[config.mk]
export PLATFORM = sky130hd
export DESIGN_NAME = mux
export DESIGN_NICKNAME = d
export VERILOG_FILES = /design/src/rtl/mux_pkg.sv /design/src/rtl/mux_onehot_dec.sv /design/src/rtl/mux.sv
export SDC_FILE = /design/constraint.sdc
export NUM_CORES = 1
export LEC_CHECK = 0
export CORE_ASPECT_RATIO = 0.9
export CORE_MARGIN = 4
export CORE_UTILIZATION = 25
export DETAILED_ROUTE_END_ITERATION = 6
export PLACE_DENSITY_LB_ADDON = 0.08
export SKIP_CTS_REPAIR_TIMING = 1
export SLEW_MARGIN = 5
export SYNTH_ARGS = -nofsm -noshare
export SYNTH_HDL_FRONTEND = slang
export SYNTH_SLANG_ARGS = --single-unit
[constraint.sdc]
create_clock -name clk_i -period 0.9 [get_ports clk_i]
set_input_delay 0.09 -clock clk_i [delete_from_list [all_inputs] [get_ports clk_i]]
set_output_delay 0.09 -clock clk_i [all_outputs]
set_load 0.02 [all_outputs]
[src/rtl/mux_pkg.sv]
// Shared helpers for the word multiplexer slice.
package mux_pkg;

    // Select width for an N-input mux; a single input still needs one select bit.
    function automatic int sel_width(input int n);
        return (n > 1) ? $clog2(n) : 1;
    endfunction

endpackage

[src/rtl/mux_onehot_dec.sv]
// Select decoder: turns a binary word select into a one-hot vector and a
// range-valid flag. Out-of-range selects give an all-zero vector.
module mux_onehot_dec
    import mux_pkg::*;
#(
    parameter int N_INPUTS = 4,
    parameter int SEL_W    = sel_width(N_INPUTS)
) (
    input  logic [SEL_W-1:0]    sel_i,
    output logic [N_INPUTS-1:0] onehot_o,
    output logic                valid_o
);

    // Decode each input position; validity is simply "some position matched".
    always_comb begin
        onehot_o = '0;
        for (int k = 0; k < N_INPUTS; k++) begin
            onehot_o[k] = (sel_i == SEL_W'(k));
        end
        valid_o = |onehot_o;
    end

endmodule

[src/rtl/mux.sv]
// Parameterised N-input word multiplexer with a combinational output, a
// one-hot select decode and a registered copy of the selected word and its
// valid flag.
module mux
    import mux_pkg::*;
#(
    parameter int               WIDTH    = 8,
    parameter int               N_INPUTS = 4,
    parameter logic [WIDTH-1:0] OOR_VAL  = '0
) (
    input  logic                        clk_i,
    input  logic                        rst_ni,
    input  logic [N_INPUTS*WIDTH-1:0]   data_i,
    input  logic [sel_width(N_INPUTS)-1:0] sel_i,
    output logic [WIDTH-1:0]            data_o,
    output logic                        sel_valid_o,
    output logic [N_INPUTS-1:0]         onehot_o,
    output logic [WIDTH-1:0]            data_q_o,
    output logic                        valid_q_o
);

    localparam int SEL_W = sel_width(N_INPUTS);

    generate
        if (WIDTH < 1 || N_INPUTS < 1) begin : g_param_check
            $error("mux: WIDTH and N_INPUTS must both be at least 1");
        end
    endgenerate

    logic [N_INPUTS-1:0] onehot_p0;
    logic                vld_p0;
    logic [WIDTH-1:0]    data_p0;
    logic [WIDTH-1:0]    data_p1;
    logic                vld_p1;

    mux_onehot_dec #(
        .N_INPUTS (N_INPUTS),
        .SEL_W    (SEL_W)
    ) u_dec (
        .sel_i    (sel_i),
        .onehot_o (onehot_p0),
        .valid_o  (vld_p0)
    );

    // AND-OR word select driven by the one-hot decode; out-of-range selects
    // leave every term zero, so the fallback value seeds the accumulator.
    always_comb begin
        data_p0 = vld_p0 ? '0 : OOR_VAL;
        for (int k = 0; k < N_INPUTS; k++) begin
            data_p0 = data_p0 | ({WIDTH{onehot_p0[k]}} & data_i[k*WIDTH +: WIDTH]);
        end
    end

    assign data_o      = data_p0;
    assign sel_valid_o = vld_p0;
    assign onehot_o    = onehot_p0;

    // Stage p0 -> p1: capture the selected word and its valid flag; an
    // asynchronous reset discards whatever had been captured.
    always_ff @(posedge clk_i or negedge rst_ni) begin
        if (!rst_ni) begin
            data_p1 <= '0;
            vld_p1  <= 1'b0;
        end else begin
            data_p1 <= data_p0;
            vld_p1  <= vld_p0;
        end
    end

    assign data_q_o  = data_p1;
    assign valid_q_o = vld_p1;

endmodule

==> impl_metrics.py, run 1 <==
metrics = {
    "run_status": {
        "status": "finished, violations left",
        "failed_checks": "setup timing",
    },
    "cts": {
        "cts_buffers": 3,
        "root_buffer": "clkbuf_4",
        "htree_levels": 1,
        "path_clk_slew_ns": 0.06,
        "max-clock-path-buffers": 2,
        "cts_tree": "done",
        "cts.sinks": 9,
    },
    "synthesis": {
        "synth_seq_cells": 9,
        "yosysUniqueCellTypes": 11,
        "ys_warn_count": 0,
        "seq_area_frac_synth_pct": 48.52,
        "syn_inst": 25,
        "synthesis.area_um2": 464.2,
        "avgSynthCellArea_um2": 18.57,
    },
    "detailed_routing": {
        "totalWireLength_mm": 1.743,
        "routedWlPerCell_um": 14.77,
        "postRouteAntennaNets": 0,
        "vias": 492,
        "first_pass_iters": 2,
        "drtIter0Drc": 2,
        "drt-vias-per-instance": 4.169,
        "drc": 0,
    },
    "placed_design": {
        "port-buffer-count": 56,
        "gp_congestion": 0.6884,
    },
    "layout": {
        "filler_cell_count": 125,
        "num_antenna_cells": 0,
        "layout.cells.most_common": "dlymetal6s2s_1",
        "layout_common_cells": "dlymetal6s2s_1, buf_6, dfrtp_1",
        "final_core_util_pct": 72.08,
        "drive_gt1_share_pct": 46.81,
        "fin_nets": 131,
        "area_growth_pct": 166.6,
    },
    "die": {
        "die_w_um": 53.42,
        "start_util_pct": 27.04,
        "core-area_um2": 1717,
        "die_y_um": 48.88,
        "io_pins": 58,
        "die_area_um2": 2611,
        "num_rows": 14,
    },
    "worst_setup_path": {
        "worstPathArrival_ns": 0.96,
        "worst-path-max-fanout": 5,
        "cp-end-kind": "output port",
        "critPathLaunchType": "input pin",
        "critPathLaunch": "sel_i[0]",
        "critPathKind": "input pin to output port",
        "required_ns": 0.81,
    },
    "worst_hold_path": {
        "hp-class": "input pin to async pin",
    },
    "power": {
        "power_density_nw_per_um2": 1088,
        "peakVddDrop_mv": 0.5757,
        "power_leakage_nw": 0.8218,
    },
    "sta": {
        "finalMaxSlewViolations": 0,
        "grt_setup_unrepaired": "true",
        "finalCriticalPeriod_ns": 1.046,
        "fin_crit_sh_pct": 116.3,
        "timing.hold.ws_ns": 0.1126,
        "setup_ws_ns": -0.1465,
        "setup_viol": 9,
        "fmax_ghz": 0.9556,
        "setup-tns-final_ns": -1.088,
        "hold_viol": 0,
    },
    "global_routing": {
        "track_usage_pct": 12.33,
        "grt_max_degree": 10,
        "antenna_found_initial": 0,
        "overflow": 0,
        "grt_pass1_vias": 524,
        "grt_pass1_wl_mm": 2.346,
    },
    "flow_run": {
        "max_cap_viol_count": 0,
    },
}
-- metal layers --
| layer | vias up | routed length [um] | track usage, % |
|---|---|---|---|
| met1 | 234 | 619 | 12.12 |
| met4 | 0 | 0 | 3.830 |
| met5 | - | 0 | 0 |
| met3 | 0 | 113 | 3.364 |
| li1 | 231 | - | - |
| met2 | 27 | 1010 | 23.67 |
-- stage by stage --
step / total power, mW / cells / instance area [um2] / worst slack (ns)
CTS: 1.367 / 113 / 1111 / -1.044
global placement: 1.039 / 109 / 1085 / -1.033
finish: 1.346 / 118 / 1237 / -0.1465
global route: 1.424 / 118 / 1237 / -0.1786
floorplan: 0.6842 / 26 / 469.2 / -0.03057
detailed placement: 1.047 / 109 / 1085 / -1.040
-- worst max-delay path: stages --
cell    delay [ns]
buf_8         0.08
buf_12        0.11
mux4_2        0.52
buf_6         0.15
-- report_power, final --
group	total, mW	switching, mW	internal [mW]
logic	0.579	0.238	0.341
registers	0.455	0.0124	0.443
clock network	0.312	0.141	0.171
total	1.35	0.391	0.955
-- cell type report --
| type | instances | area (um2) | area share (%) |
|---|---|---|---|
| well taps | 24 | 30.03 | 2.427 |
| clock buffers | 4 | 26.28 | 2.123 |
| repair buffers | 67 | 742.0 | 59.96 |
| flip-flops and latches | 9 | 225.2 | 18.20 |
| multi-input cells | 14 | 214.0 | 17.29 |
-- cells by family after synthesis --
family / share of synthesized area [%]
DFF: 48.52
muxes: 40.43
and+or+nand+nor: 5.123
other: 0.8078
buffers and inverters: 5.121
-- worst max path at each step --
| stage | endpoint | slack (ns) | depth (start not counted) |
|---|---|---|---|
| 6_report | data_o[6] | -0.15 | 4 |
| 4_1_cts | data_o[7] | -1.04 | 4 |
| 3_3_place_gp | data_o[0] | -1.03 | 4 |
| 5_1_grt | data_o[6] | -0.18 | 4 |
| 2_1_floorplan | data_q_o[1]$_DFF_PN0_ | -0.03 | 2 |
| 3_5_place_dp | data_o[2] | -1.04 | 4 |
-- synthesized netlist by cell type --
cell     number  area [um2]
dfrtp_1       9       225.2
mux4_1        2       52.55
and2b_1       1       7.510
and2_1        1       6.260
buf_6         1       11.26
buf_4         1       7.510
nor2_1        1       3.750
conb_1        1       3.750
mux4_2        6       135.1
nor2b_1       1       6.260
buf_2         1       5.000
-- sequential cells by signal, summed over array words and instances (netlist names) --
| name | cells |
|---|---|
| valid_q_o | 1 |
| data_q_o | 8 |
(Power assumes the default switching activity.)
==> run 2, diff against run 1 <==
Settings changed: ABC_CLOCK_PERIOD_IN_PS set to 900, GPL_TIMING_DRIVEN set to 0.
==> run 2 against run 1 <==
Count of clock-buffer cells in the layout stayed put. Sequential power hardly changed. Sequential share of layout area is 0.79 points higher. Combinational power fell by 5.9%. Largest cell class unchanged. The flow still finishes with violations (setup timing). Global-route usage decreased by 0.32 points. Power shrank 3.3%. Non-clock buffer count fell by 4.
==> impl_metrics.py, run 2 (synthesized netlist as in run 1, its figures left out) <==
metrics = {
    "detailed_routing": {
        "drc": 0,
        "totalWireLength_mm": 1.789,
        "drtIter0Drc": 2,
        "first_pass_iters": 2,
        "drt-vias-per-instance": 4.158,
        "routedWlPerCell_um": 15.69,
        "postRouteAntennaNets": 0,
        "vias": 474,
    },
    "power": {
        "power_switching_share_pct": 28.96,
        "p_switching_mw": 0.3769,
        "internal_power_mw": 0.9244,
        "design_power_total_mw": 1.301,
        "clock_power_share_pct": 23.3,
        "pwr-share-comb_pct": 41.9,
        "power_leakage_nw": 0.7902,
        "pwr-share-seq_pct": 34.8,
        "power_density_nw_per_um2": 1097,
        "peakVddDrop_mv": 0.7461,
    },
    "die": {
        "die_y_um": 48.88,
        "start_util_pct": 27.04,
        "num_rows": 14,
        "io_pins": 58,
        "die_area_um2": 2611,
        "core-area_um2": 1717,
        "die_w_um": 53.42,
    },
    "flow_run": {
        "max_cap_viol_count": 0,
    },
    "global_routing": {
        "grt_max_degree": 11,
        "track_usage_pct": 12.00,
        "grt_pass1_wl_mm": 2.166,
        "overflow": 0,
        "grt_pass1_vias": 465,
        "antenna_found_initial": 0,
    },
    "placed_design": {
        "port-buffer-count": 56,
        "gp_congestion": 0.7448,
        "dp_hpwl_mm": 1.270,
        "place_ws_ns": -1.136,
    },
    "sta": {
        "finalCriticalPeriod_ns": 1.058,
        "fmax_ghz": 0.9449,
        "fin_crit_sh_pct": 117.6,
        "finalMaxSlewViolations": 0,
        "grt_setup_unrepaired": "true",
        "setup_ws_ns": -0.1583,
        "setup_viol": 8,
        "hold_viol": 0,
    },
    "cts": {
        "cts_tree": "done",
        "root_buffer": "clkbuf_4",
        "cts_buffers": 3,
        "cts.sinks": 9,
        "path_clk_slew_ns": 0.06,
        "htree_levels": 1,
        "max-clock-path-buffers": 2,
    },
    "worst_setup_path": {
        "worstPathArrival_ns": 0.97,
        "critPathLaunch": "sel_i[0]",
        "required_ns": 0.81,
        "cp-end-kind": "output port",
        "critPathLaunchType": "input pin",
        "worst-path-max-fanout": 5,
        "worstSetupEndpoint": "data_o[3]",
        "critPathKind": "input pin to output port",
    },
    "layout": {
        "layout.cells.most_common": "dlymetal6s2s_1",
        "fin_nets": 127,
        "area_growth_pct": 155.5,
        "drive_gt1_share_pct": 44.44,
        "largest_reg_flops": 8,
        "layout_common_cells": "dlymetal6s2s_1, clkbuf_2, buf_6",
        "num_antenna_cells": 0,
        "filler_cell_count": 146,
    },
    "worst_hold_path": {
        "hp-class": "input pin to async pin",
    },
    "run_status": {
        "failed_checks": "setup timing",
        "status": "finished, violations left",
    },
}
==> run 2: stage by stage <==
stage / std cells / cell area (um2) / hold slack (ns) / utilization (%) / TNS, ns
2_1_floorplan: 26 / 469.2 / -0.2056 / - / -0.1834
3_3_place_gp: 106 / 1060 / 0.4074 / 61.73 / -17.31
3_5_place_dp: 106 / 1060 / 0.4061 / 61.73 / -17.27
4_1_cts: 110 / 1086 / 0.1305 / 63.27 / -17.68
5_1_grt: 114 / 1186 / 0.1361 / 69.10 / -1.318
6_report: 114 / 1186 / 0.1257 / 69.10 / -1.071
==> run 2: power groups by stage <==
stage | logic, mW | clock network (mW) | registers, mW
after floorplan | 0.172 | 0 | 0.513
after global routing | 0.576 | 0.345 | 0.455
after global placement | 0.562 | 0 | 0.459
final | 0.545 | 0.304 | 0.453
after CTS | 0.568 | 0.313 | 0.452
after detailed placement | 0.565 | 0 | 0.459
==> run 2: cell type report <==
class,instances,area [um2],area share [%]
Sequential cell,9,225.2,18.99
Buffer,3,38.79,3.270
Timing Repair Buffer,60,654.4,55.17
Clock buffer,4,26.28,2.215
Multi-Input combinational cell,14,211.5,17.83
Tap cell,24,30.03,2.532
==> run 2: layer usage <==
layer  track usage (%)  vias up  routed length (um)
met5                 0        -                   0
met4             7.660        0                  30
met3             3.364        2                 118
met2             21.02       26                1069
met1             11.88      222                 570
li1                  -      224                   -
==> run 2: worst min path at each step <==
stage               slack [ns]                     to    from  cells past startpoint
finish                    0.13  data_q_o[3]$_DFF_PN0_  rst_ni                      1
global placement          0.41  data_q_o[3]$_DFF_PN0_  rst_ni                      1
floorplan                -0.21  data_q_o[0]$_DFF_PN0_  rst_ni                      0
detailed placement        0.41  data_q_o[3]$_DFF_PN0_  rst_ni                      1
global route              0.14  data_q_o[5]$_DFF_PN0_  rst_ni                      1
CTS                       0.13  data_q_o[3]$_DFF_PN0_  rst_ni                      1
==> run 2: worst max-delay path: stages <==
cell and delay [ns]:
buf_12 0.09, buf_12 0.11, mux4_2 0.52, buf_6 0.15
==> run 3, diff against run 2 <==
Settings changed: ABC_CLOCK_PERIOD_IN_PS 900 to 1300, CELL_PAD_IN_SITES_DETAIL_PLACEMENT set to 0, CELL_PAD_IN_SITES_GLOBAL_PLACEMENT set to 1, CORE_UTILIZATION 25 to 18, PLACE_DENSITY_LB_ADDON 0.08 to 0.1.
Clock period 0.9 ns to 1.3 ns, I/O delays scaled along.
==> run 3 against run 2 <==
The flow still finishes with violations (setup timing). Combinational power is 29% lower. First-iteration DRC count is 100% higher. Worst hold slack better by 0.038 ns. Sequential power is 31% lower. Count of clock-buffer cells in the layout stayed put. Cell count is 3.5% higher. Critical path depth is 1 lower. Global-route usage is 2.5 points lower. Via count is 1.1% higher. Critical path type unchanged. Critical endpoint is now data_o[5].
==> impl_metrics.py, run 3 (synthesized netlist as in run 1, its figures left out) <==
metrics = {
    "detailed_routing": {
        "vias": 479,
        "routedWlPerCell_um": 14.83,
        "first_pass_iters": 2,
        "drt-vias-per-instance": 4.059,
        "drc": 0,
        "totalWireLength_mm": 1.750,
        "postRouteAntennaNets": 0,
        "drtIter0Drc": 4,
    },
    "cts": {
        "max-clock-path-buffers": 2,
        "root_buffer": "clkbuf_4",
        "cts.sinks": 9,
        "htree_levels": 1,
        "path_clk_slew_ns": 0.06,
        "cts_buffers": 3,
        "cts_tree": "done",
    },
    "die": {
        "io_pins": 58,
        "start_util_pct": 18.81,
        "num_rows": 17,
        "die_y_um": 56.18,
        "die_area_um2": 3456,
        "core-area_um2": 2467,
        "die_w_um": 61.53,
    },
    "sta": {
        "hold_viol": 0,
        "setup-tns-final_ns": -0.01512,
        "fmax_ghz": 0.7604,
        "fin_crit_sh_pct": 101.2,
        "finalCriticalPeriod_ns": 1.315,
        "setup_viol": 1,
        "finalMaxSlewViolations": 0,
        "grt_setup_unrepaired": "true",
        "setup_ws_ns": -0.01512,
        "timing.hold.ws_ns": 0.1639,
    },
    "worst_setup_path": {
        "critPathLaunchType": "input pin",
        "slowest_stage": "mux4_2",
        "worstPathArrival_ns": 1.19,
        "worst-path-max-fanout": 2,
        "cp-end-kind": "output port",
        "required_ns": 1.17,
        "cp_cell_sequence": "clkdlybuf4s50_1 > mux4_2 > buf_2",
        "critPathMaxStageDelay_ns": 0.48,
        "critPathKind": "input pin to output port",
    },
    "layout": {
        "final_core_util_pct": 49.39,
        "filler_cell_count": 235,
        "num_antenna_cells": 0,
        "stdcell_count": 118,
        "drive_gt1_share_pct": 30.00,
        "fin_area_um2": 1219,
        "fin_nets": 127,
        "layout_common_cells": "dlymetal6s2s_1, buf_6, dfrtp_1",
        "largest_reg_flops": 8,
        "layout.cells.most_common": "dlymetal6s2s_1",
        "area_growth_pct": 162.5,
    },
    "power": {
        "design_power_total_mw": 0.9102,
        "power_leakage_nw": 0.8348,
        "peakVddDrop_mv": 0.3676,
        "power_density_nw_per_um2": 746.9,
    },
    "global_routing": {
        "use_met3_pct": 1.856,
        "grt_max_degree": 11,
        "grt_use_met2_pct": 17.79,
        "grt_pass1_vias": 534,
        "antenna_found_initial": 0,
        "grt.busiest_layer": "met2",
        "track_usage_pct": 9.552,
        "grt_pass1_wl_mm": 2.401,
        "grt_use_met1_pct": 8.689,
        "overflow": 0,
    },
    "worst_hold_path": {
        "hp-class": "input pin to async pin",
    },
    "flow_run": {
        "max_cap_viol_count": 0,
    },
    "placed_design": {
        "place_ws_ns": -0.8153,
        "dp_hpwl_mm": 1.327,
        "dp_cells": 110,
        "gp_congestion": 0.6381,
        "placed_cell_area_um2": 1064,
        "port-buffer-count": 56,
    },
    "run_status": {
        "status": "finished, violations left",
        "failed_checks": "setup timing",
    },
}
-- run 3: changes by cell type in the layout (fill, tap and decap cells not counted) --
cell	delta
clkbuf_16	-1
clkbuf_2	-11
buf_4	-2
buf_12	-2
dlymetal6s2s_1	+6
buf_2	+2
clkdlybuf4s50_1	+7
clkbuf_4	+1
-- run 3: worst paths after layout --
kind                       startpoint                    end  slack, ns  cells after the start
hold / removal                 rst_ni  data_q_o[7]$_DFF_PN0_       0.16                      1
min in group clk_i         data_i[31]  data_q_o[7]$_DFF_PN0_       0.24                      2
max in group asynchronous      rst_ni  data_q_o[1]$_DFF_PN0_       0.85                      1
setup / recovery           data_i[29]              data_o[5]      -0.02                      3
-- run 3: per-layer routing --
layer | share of wire (%) | vias to the layer above
met2 | 58 | 25
met4 | 2.2 | 0
met1 | 35 | 228
met3 | 5.1 | 4
met5 | 0 | -
li1 | - | 222
-- run 3: cell type report --
class	instances	area, um2	area share (%)
Sequential cell	9	225.2	18.48
Timing Repair Buffer	60	690.7	56.67
Clock buffer	4	26.28	2.156
Tap cell	28	35.03	2.875
Buffer	3	30.03	2.464
Multi-Input combinational cell	14	211.5	17.35
-- run 3: where the power goes --
| part | internal (mW) | switching (mW) | total [mW] |
|---|---|---|---|
| Clock | 0.118 | 0.0929 | 0.211 |
| Combinational | 0.228 | 0.159 | 0.388 |
| Sequential | 0.306 | 0.00525 | 0.312 |
-- run 3: critical path, delay by kind of cell --
kind,cells,cell delay (ns)
buf+inv,2,0.57
mux,1,0.48
